File: config.mk
export PLATFORM = sky130hd
export DESIGN_NAME = washer_sensor_cond
export DESIGN_NICKNAME = d
export VERILOG_FILES = /design/src/rtl/washer_sensor_cond.sv
export SDC_FILE = /design/constraint.sdc
export NUM_CORES = 1
export LEC_CHECK = 0
export CAP_MARGIN = 15
export CORE_MARGIN = 4
export CORE_UTILIZATION = 35
export CTS_CLUSTER_SIZE = 28
export DETAILED_ROUTE_END_ITERATION = 7
export DONT_BUFFER_PORTS = 1
export PLACE_DENSITY_LB_ADDON = 0.1
export SETUP_SLACK_MARGIN = 0.1
export SLEW_MARGIN = 10
export SYNTH_ARGS = -nofsm -noshare
export SYNTH_HDL_FRONTEND = slang
export SYNTH_SLANG_ARGS = --single-unit
File: constraint.sdc
create_clock -name clk -period 1.5 [get_ports clk]
set_input_delay 0.225 -clock clk [delete_from_list [all_inputs] [get_ports clk]]
set_output_delay 0.225 -clock clk [all_outputs]
set_load 0.02 [all_outputs]
File: src/rtl/washer_sensor_cond.sv
// rtl/washer_sensor_cond.sv - washer input conditioning: sync, debounce, pulses, level hysteresis, sensor watchdog
//
// Purpose: conditions raw front-panel, door and humidity inputs and the sampled
// water-level ADC stream into clean levels and single-cycle pulses for the
// washer controller FSM.
//
// Ports:
//   clk              system clock
//   rstn             asynchronous active-low reset
//   btn_start_raw    start button, 1=pressed, asynchronous
//   btn_cancel_raw   cancel button, 1=pressed, asynchronous
//   door_sw_raw      door switch, 1=open, asynchronous
//   humidity_low_raw humidity below dry threshold, asynchronous
//   level_data       water-level ADC sample, synchronous to clk
//   level_valid      one-cycle strobe qualifying level_data
//   start            one-cycle start pulse
//   cancel           one-cycle cancel pulse
//   door_open        conditioned door state (fail-safe open)
//   water_full       drum full, hysteretic level
//   drained          drum empty, hysteretic level
//   dry_sensor       laundry dry level
//   sensor_err       level sensor timeout or open circuit

module washer_sensor_cond #(
    parameter int SYNC_STAGES = 2,
    parameter int DEB_CYCLES  = 4,
    parameter int DRY_HOLD    = 8,
    parameter int LVL_W       = 8,
    parameter int LVL_FULL    = 200,
    parameter int LVL_EMPTY   = 16,
    parameter int HYST        = 8,
    parameter int LVL_TIMEOUT = 1000
) (
    input  logic             clk,
    input  logic             rstn,
    input  logic             btn_start_raw,
    input  logic             btn_cancel_raw,
    input  logic             door_sw_raw,
    input  logic             humidity_low_raw,
    input  logic [LVL_W-1:0] level_data,
    input  logic             level_valid,
    output logic             start,
    output logic             cancel,
    output logic             door_open,
    output logic             water_full,
    output logic             drained,
    output logic             dry_sensor,
    output logic             sensor_err
);

    localparam int NUM_IN     = 4;
    localparam int IDX_START  = 0;
    localparam int IDX_CANCEL = 1;
    localparam int IDX_DOOR   = 2;
    localparam int IDX_HUM    = 3;
    localparam int DEB_W      = $clog2(DEB_CYCLES + 1);
    localparam int DRY_W      = $clog2(DRY_HOLD + 1);
    localparam int WD_W       = $clog2(LVL_TIMEOUT + 1);
    localparam int LW1        = LVL_W + 1;

    // Door resets to "open" everywhere, including its synchroniser, so a
    // closed door has to be observed through the full sync + debounce path.
    localparam logic [NUM_IN-1:0] STABLE_RST = 4'b0100;

    localparam logic [LW1-1:0] FULL_SET  = LW1'(LVL_FULL);
    localparam logic [LW1-1:0] FULL_CLR  = LW1'(LVL_FULL - HYST);
    localparam logic [LW1-1:0] EMPTY_SET = LW1'(LVL_EMPTY);
    localparam logic [LW1-1:0] EMPTY_CLR = LW1'(LVL_EMPTY + HYST);

    logic [NUM_IN-1:0] raw_vec;
    logic [NUM_IN-1:0] sync_q;
    logic [NUM_IN-1:0] stable_q;
    logic [NUM_IN-1:0] stable_d1;
    logic [NUM_IN-1:0] rise;

    assign raw_vec = {humidity_low_raw, door_sw_raw, btn_cancel_raw, btn_start_raw};

    for (genvar i = 0; i < NUM_IN; i++) begin : g_in
        localparam logic [SYNC_STAGES-1:0] PIPE_RST = {SYNC_STAGES{STABLE_RST[i]}};

        logic [SYNC_STAGES-1:0] pipe;
        logic [DEB_W-1:0]       cnt;
        logic                   stab;

        always_ff @(posedge clk or negedge rstn) begin
            if (!rstn) begin
                pipe <= PIPE_RST;
                cnt  <= '0;
                stab <= STABLE_RST[i];
            end else begin
                pipe <= {pipe[SYNC_STAGES-2:0], raw_vec[i]};
                if (i == IDX_DOOR && pipe[SYNC_STAGES-1]) begin
                    // Opening is taken immediately; only closing is debounced.
                    stab <= 1'b1;
                    cnt  <= '0;
                end else if (pipe[SYNC_STAGES-1] == stab) begin
                    cnt <= '0;
                end else if (cnt == DEB_W'(DEB_CYCLES - 1)) begin
                    // This is the DEB_CYCLES-th consecutive differing cycle.
                    stab <= pipe[SYNC_STAGES-1];
                    cnt  <= '0;
                end else begin
                    cnt <= cnt + 1'b1;
                end
            end
        end

        assign sync_q[i]   = pipe[SYNC_STAGES-1];
        assign stable_q[i] = stab;
    end

    assign rise      = stable_q & ~stable_d1;
    assign door_open = stable_q[IDX_DOOR] | sync_q[IDX_DOOR];

    always_ff @(posedge clk or negedge rstn) begin
        if (!rstn) begin
            stable_d1 <= STABLE_RST;
            start     <= 1'b0;
            cancel    <= 1'b0;
        end else begin
            stable_d1 <= stable_q;
            cancel    <= rise[IDX_CANCEL];
            // A simultaneous cancel wins because its stable value is already 1.
            start     <= rise[IDX_START] & ~door_open & ~stable_q[IDX_CANCEL];
        end
    end

    logic [DRY_W-1:0] dry_cnt;

    always_ff @(posedge clk or negedge rstn) begin
        if (!rstn) begin
            dry_cnt <= '0;
        end else if (!stable_q[IDX_HUM]) begin
            dry_cnt <= '0;
        end else if (dry_cnt != DRY_W'(DRY_HOLD)) begin
            dry_cnt <= dry_cnt + 1'b1;
        end
    end

    assign dry_sensor = (dry_cnt == DRY_W'(DRY_HOLD));

    logic [LW1-1:0] sample_ext;
    logic           sample_open;
    logic [WD_W-1:0] wd_cnt;

    assign sample_ext  = {1'b0, level_data};
    assign sample_open = &level_data;

    // Full/drained only move on a good sample; every path that raises
    // sensor_err also forces them low, so they stay low while it is set.
    always_ff @(posedge clk or negedge rstn) begin
        if (!rstn) begin
            wd_cnt     <= '0;
            sensor_err <= 1'b0;
            water_full <= 1'b0;
            drained    <= 1'b0;
        end else if (level_valid) begin
            wd_cnt <= '0;
            if (sample_open) begin
                sensor_err <= 1'b1;
                water_full <= 1'b0;
                drained    <= 1'b0;
            end else begin
                sensor_err <= 1'b0;
                if (sample_ext >= FULL_SET) begin
                    water_full <= 1'b1;
                end else if (sample_ext < FULL_CLR) begin
                    water_full <= 1'b0;
                end
                if (sample_ext <= EMPTY_SET) begin
                    drained <= 1'b1;
                end else if (sample_ext > EMPTY_CLR) begin
                    drained <= 1'b0;
                end
            end
        end else if (wd_cnt >= WD_W'(LVL_TIMEOUT - 1)) begin
            wd_cnt     <= WD_W'(LVL_TIMEOUT);
            sensor_err <= 1'b1;
            water_full <= 1'b0;
            drained    <= 1'b0;
        end else begin
            wd_cnt <= wd_cnt + 1'b1;
        end
    end

endmodule

# After elaboration in Yosys (flattened, before gate mapping)
# Index checks and enable logic that the tools add are counted.
[totals] regBits=45 inputBits=15 out_inout_bits=7 wordCells=92
[classes] add_sub_neg=6 magnitude_cmp=5 n_eq_ne=14 n_mux=28 bitwise=10 n_reduce_logical=9
[ops] op="2-to-1 mux 3 bit" count=9
[ops] op="2-to-1 mux 10 bit" count=2
[ops] op="2-to-1 mux 1 bit" count=15
[ops] op="adder 3 x 1 -> 3 bit (second input constant)" count=4
[ops] op="equality test 3 x 2 -> 1 bit (second input constant)" count=4
[ops] op="AND reduction 2 bit" count=6
[ops] op="adder 10 x 1 -> 10 bit (second input constant)" count=1
[ops] op=">= comparator 10 bit (second input constant)" count=1
[ops] op=">= comparator 8 bit (second input constant)" count=1
[ops] op="> comparator 8 x 5 -> 1 bit (second input constant)" count=1
[ops] op="<= comparator 8 x 5 -> 1 bit (second input constant)" count=1
[ops] op="< comparator 8 bit (second input constant)" count=1
[ops] op="2-to-1 mux 4 bit" count=2
[ops] op="inequality test 4 x 1 -> 1 bit (second input constant)" count=2
[ops] op="AND reduction 8 bit" count=1
[ops] op="inverter 1 bit" count=5
[ops] op="adder 4 x 1 -> 4 bit (second input constant)" count=1
[ops] op="equality test 1 bit" count=4
[ops] op="equality test 4 bit (second input constant)" count=1
[ops] op="inequality test 4 bit (second input constant)" count=1
[ops] op="nonzero test 2 bit" count=2
[ops] op="bitwise AND 1 bit" count=2
[ops] op="bitwise AND 2 bit" count=1
[ops] op="inequality test 2 x 1 -> 1 bit (second input constant)" count=1
[ops] op="other kinds (3)" count=3

# Logic depth before layout (Yosys ltp)
[logic_depth] ltp_word=5 ltp_mapped=5 mapped_depth_nobuf=5

# Worst setup path after synthesis
# OpenSTA, ideal clock, no wires.
[synth_timing] path_kind="reg2reg" from="reg wd_cnt[0]" to="reg sensor_err" setup_ns=0.124 t_arrival_ns=1.457 required_ns=1.376 path_slack_ns=-0.081 path_stages_with_launch=6 n_path_buf=1 synth_period_minus_slack_ns=1.581 path_cell_list="dfrtp_1 -> ha_1 -> a211o_1 -> and3_1 -> buf_2 -> o31a_1"
[synth_between] elab_chain_cells=2
[synth_rtl] element="start: declaration" line="144" text="logic [WD_W-1:0] wd_cnt;"
[synth_rtl] element="start signal: assignment" line="177" text="wd_cnt <= WD_W'(LVL_TIMEOUT);"
[synth_rtl] element="start signal: assignment" line="182" text="wd_cnt <= wd_cnt + 1'b1;"
[synth_rtl] element=">= comparator 10 bit" line="176" text="end else if (wd_cnt >= WD_W'(LVL_TIMEOUT - 1)) begin"
[synth_rtl] element="nonzero test 2 bit (no line)"
[synth_rtl] element="end signal: assignment" line="160" text="sensor_err <= 1'b1;"
[synth_rtl] element="end signal: assignment" line="164" text="sensor_err <= 1'b0;"
[synth_rtl] element="end signal: assignment" line="178" text="sensor_err <= 1'b1;"
[synth_rtl] element="end: declaration" line="48" text="output logic sensor_err"
# Every way passes these cells.
# A chain may end at the register's enable or synchronous reset.

# Final worst setup path
[layout_timing] from="reg wd_cnt[1]" to="reg sensor_err"
# Same word-level chain as after synthesis.

==> impl_metrics.tcl <==
set metrics [dict create \
    cp_num_buf_inv 0 \
    synth_top_cells_by_count "dfrtp_1 (42), inv_1 (11), ha_1 (9), nor3b_1 (8)" \
    slew_violations 0 \
    yosys.cell_count.top_type "dfrtp_1" \
    crit_arrival_ns 1.62 \
    io_buffers 0 \
    synth_seq_area_share 0.597 \
    antenna_found_initial 0 \
    p_comb_frac 0.179 \
    dr.pass1.iters 2 \
    seqPwrFrac 0.547 \
    yosys_warnings 0 \
    placement.cell_area_mm2 0.00200 \
    ios 22 \
    n_fill_cell 490 \
    die_x_um 81.5 \
    syn_area_per_cell_um2 12.5 \
    ctsLongestPathBuffers 2 \
    grt-ovfl-total 0 \
    synth_top_flop_cell "dfrtp_1" \
    gp_congestion 0.701 \
    violations "negative hold slack" \
    drv_cap 0 \
    whs_ns -0.0217 \
    clk_pin_slew_worst_paths_ns 0.09 \
    syn-cell-area_mm2 0.00189 \
    drt_wl_total_um 3150 \
    avgViaCountPerCell 4.96 \
    num-nets-final 199 \
    period_needed_ns 1.45 \
    grt_pass1_vias 1339 \
    initial_core_util 0.366 \
    cp.required_ns 1.67 \
    detail_route.wl_per_cell_um 12.8 \
    finClkSkew_ns 0.0121 \
    drcViolationCount 0 \
    power.density_mw_per_mm2 1240 \
    drtIter0Drc 77 \
    hold_path_class "input port to flop" \
    core_area_mm2 0.00517 \
    crit_chain "ha_2 > a211o_1 > and3_4 > o31a_1" \
    max_freq_mhz 691 \
    final_cell_area_mm2 0.00232 \
    cp_max_fo 7 \
    rsz0062_at_grt "true" \
    cts_tree "built" \
    yosys-top-cells-area "dfrtp_1 (56%), ha_1 (6.0%), dfstp_2 (4.2%)" \
    syn_to_final_growth_pct 22.7 \
    cp-end-kind "flop" \
    num_vias 1221 \
    synth-seq-cells 45 \
    slew_headroom 0.757 \
    htree_levels 2 \
    crit_type "flop to flop" \
    clkPwrFrac 0.273 \
    hold_buffers 6 \
    drive_gt1_frac 0.284 \
    ant_nets 0 \
    clock-sinks 45 \
    die-area_mm2 0.00665 \
    vdd_drop_max_v 0.000441 \
    cp_slowest_cell "dfrtp_1" \
    startpoint_type "flop" \
    grt_max_degree 46 \
    synth_edf_count 0 \
    p_sw_uw 774 \
    die_y_um 81.5 \
    total_leakage_power_uw 0.00101 \
    synth_top_cell_by_area "dfrtp_1" \
    final_util 0.449 \
    synth.net_count 175 \
    fin_total_pwr_uw 2870 \
    dp_hpwl_um 2210 \
    fin_tns_setup_ns 0 \
    switching_share 0.269 \
    setup_viol 0 \
    critPathMaxStageDelay_ns 0.39 \
    diodes 0 \
    status "finished with violations" \
    grt_pass1_wl_um 5780 \
    fin_crit_sh 0.965 \
    hold_viol 7 \
    worst_pin_slew_ns 0.359 \
    cts_root_buffer "clkbuf_8" \
    worstSkewPairLatency_ns 0.29 \
    ys_async_sr_fraction 1.00 \
    yosysTopAreaCellShare 0.556 \
    syn_inst 151 \
    numCtsBuffers 5 \
    track_usage 0.116 \
    yosysUniqueCellTypes 42 \
    critPathTopFamily "compound AO/OA/AOI/OAI gates" \
    fp-row-count 26 \
    p_int_uw 2100 \
]
per-stage QoR:
stage          setup WS [ns]  hold slack (ns)  instances
5_1_grt             -0.00942          -0.0453        246
3_5_place_dp         -0.0299          -0.0692        223
3_3_place_gp          0.0373          -0.0694        223
4_1_cts               0.0614          -0.0355        239
2_1_floorplan         0.0354          -0.0706        151
6_report              0.0527          -0.0217        246
sequential cells by signal (all words and copies together) (netlist names):
register,count
water_full,1
wd_cnt,10
sensor_err,1
stable_d1,2
g_in.cnt,12
drained,1
dry_cnt,4
g_in.pipe,8
cancel,1
g_in.stab,4
start,1
cell families after synthesis:
| group | share of synthesized area |
|---|---|
| simple gates | 0.183 |
| flops | 0.597 |
| compound gates | 0.0694 |
| buf+inv | 0.0265 |
| xor+xnor | 0.0417 |
| fa+ha+maj | 0.0595 |
| mux | 0.0231 |
area by class of cell:
| class | instances | area [um2] | share of cell area |
|---|---|---|---|
| multi-input cells | 93 | 777 | 0.335 |
| flip-flops and latches | 45 | 1130 | 0.488 |
| inverters | 11 | 46.3 | 0.0199 |
| clock buffers | 6 | 82.6 | 0.0356 |
| repair buffers | 19 | 179 | 0.0771 |
| well taps | 70 | 87.6 | 0.0377 |
| clock inverters | 2 | 16.3 | 0.00701 |
cells in the final DEF (no fill, tap or decap), types with 2 or more instances in the layout:
cell type and count:
nor2b_1 4, o32ai_2 2, xor2_1 3, inv_2 3, mux2_2 3, xnor2_1 6
dfrtp_1 40, dfstp_2 3, inv_1 6, o21ai_0 5, nor3_2 2, nand2b_1 2
and2_1 2, dfrtp_2 2, ha_1 6, nor3_1 4, and4_1 2, nand2_1 6
a31oi_1 2, ha_2 2, nand3_1 5, or4b_2 2, inv_4 2, clkbuf_8 6
buf_4 12, nor3b_1 7, dlygate4sd3_1 5, or4_1 3, nand4_1 2
what timing repair did:
item | CTS | global route
resized for setup | 14 | 9
endpoints found under the setup margin | 9 | 10
hold endpoints to repair | 59 | 11
setup buffers | 2 | 7
pin swaps | 2 | 2
power groups by stage:
stage / Clock [uW] / Sequential, uW / Combinational (uW)
after CTS: 817 / 1580 / 476
final: 785 / 1570 / 515
after global placement: 0 / 1590 / 381
after global routing: 885 / 1610 / 604
after floorplan: 0 / 1570 / 337
after detailed placement: 0 / 1600 / 409
path summary, 6_finish.rpt:
check	end	slack, ns	start	depth (start not counted)
max	sensor_err	0.05	wd_cnt[1]	4
min	wd_cnt[1]	-0.02	level_valid	1
max reg2reg	sensor_err	0.05	wd_cnt[1]	4
min reg2reg	g_in[0].pipe[1]	0.35	g_in[0].pipe[0]	0
max in group asynchronous	g_in[2].pipe[0]	0.81	rstn	2
min in group asynchronous	cancel	0.43	rstn	2
metal layers:
metal	up-vias	routed length (um)	global-route usage
met5	-	0	0
met4	0	85	0.0676
met3	10	172	0.0417
met2	29	1530	0.194
met1	592	1370	0.126
li1	590	-	-
Power figures use the tool's default switching activity.
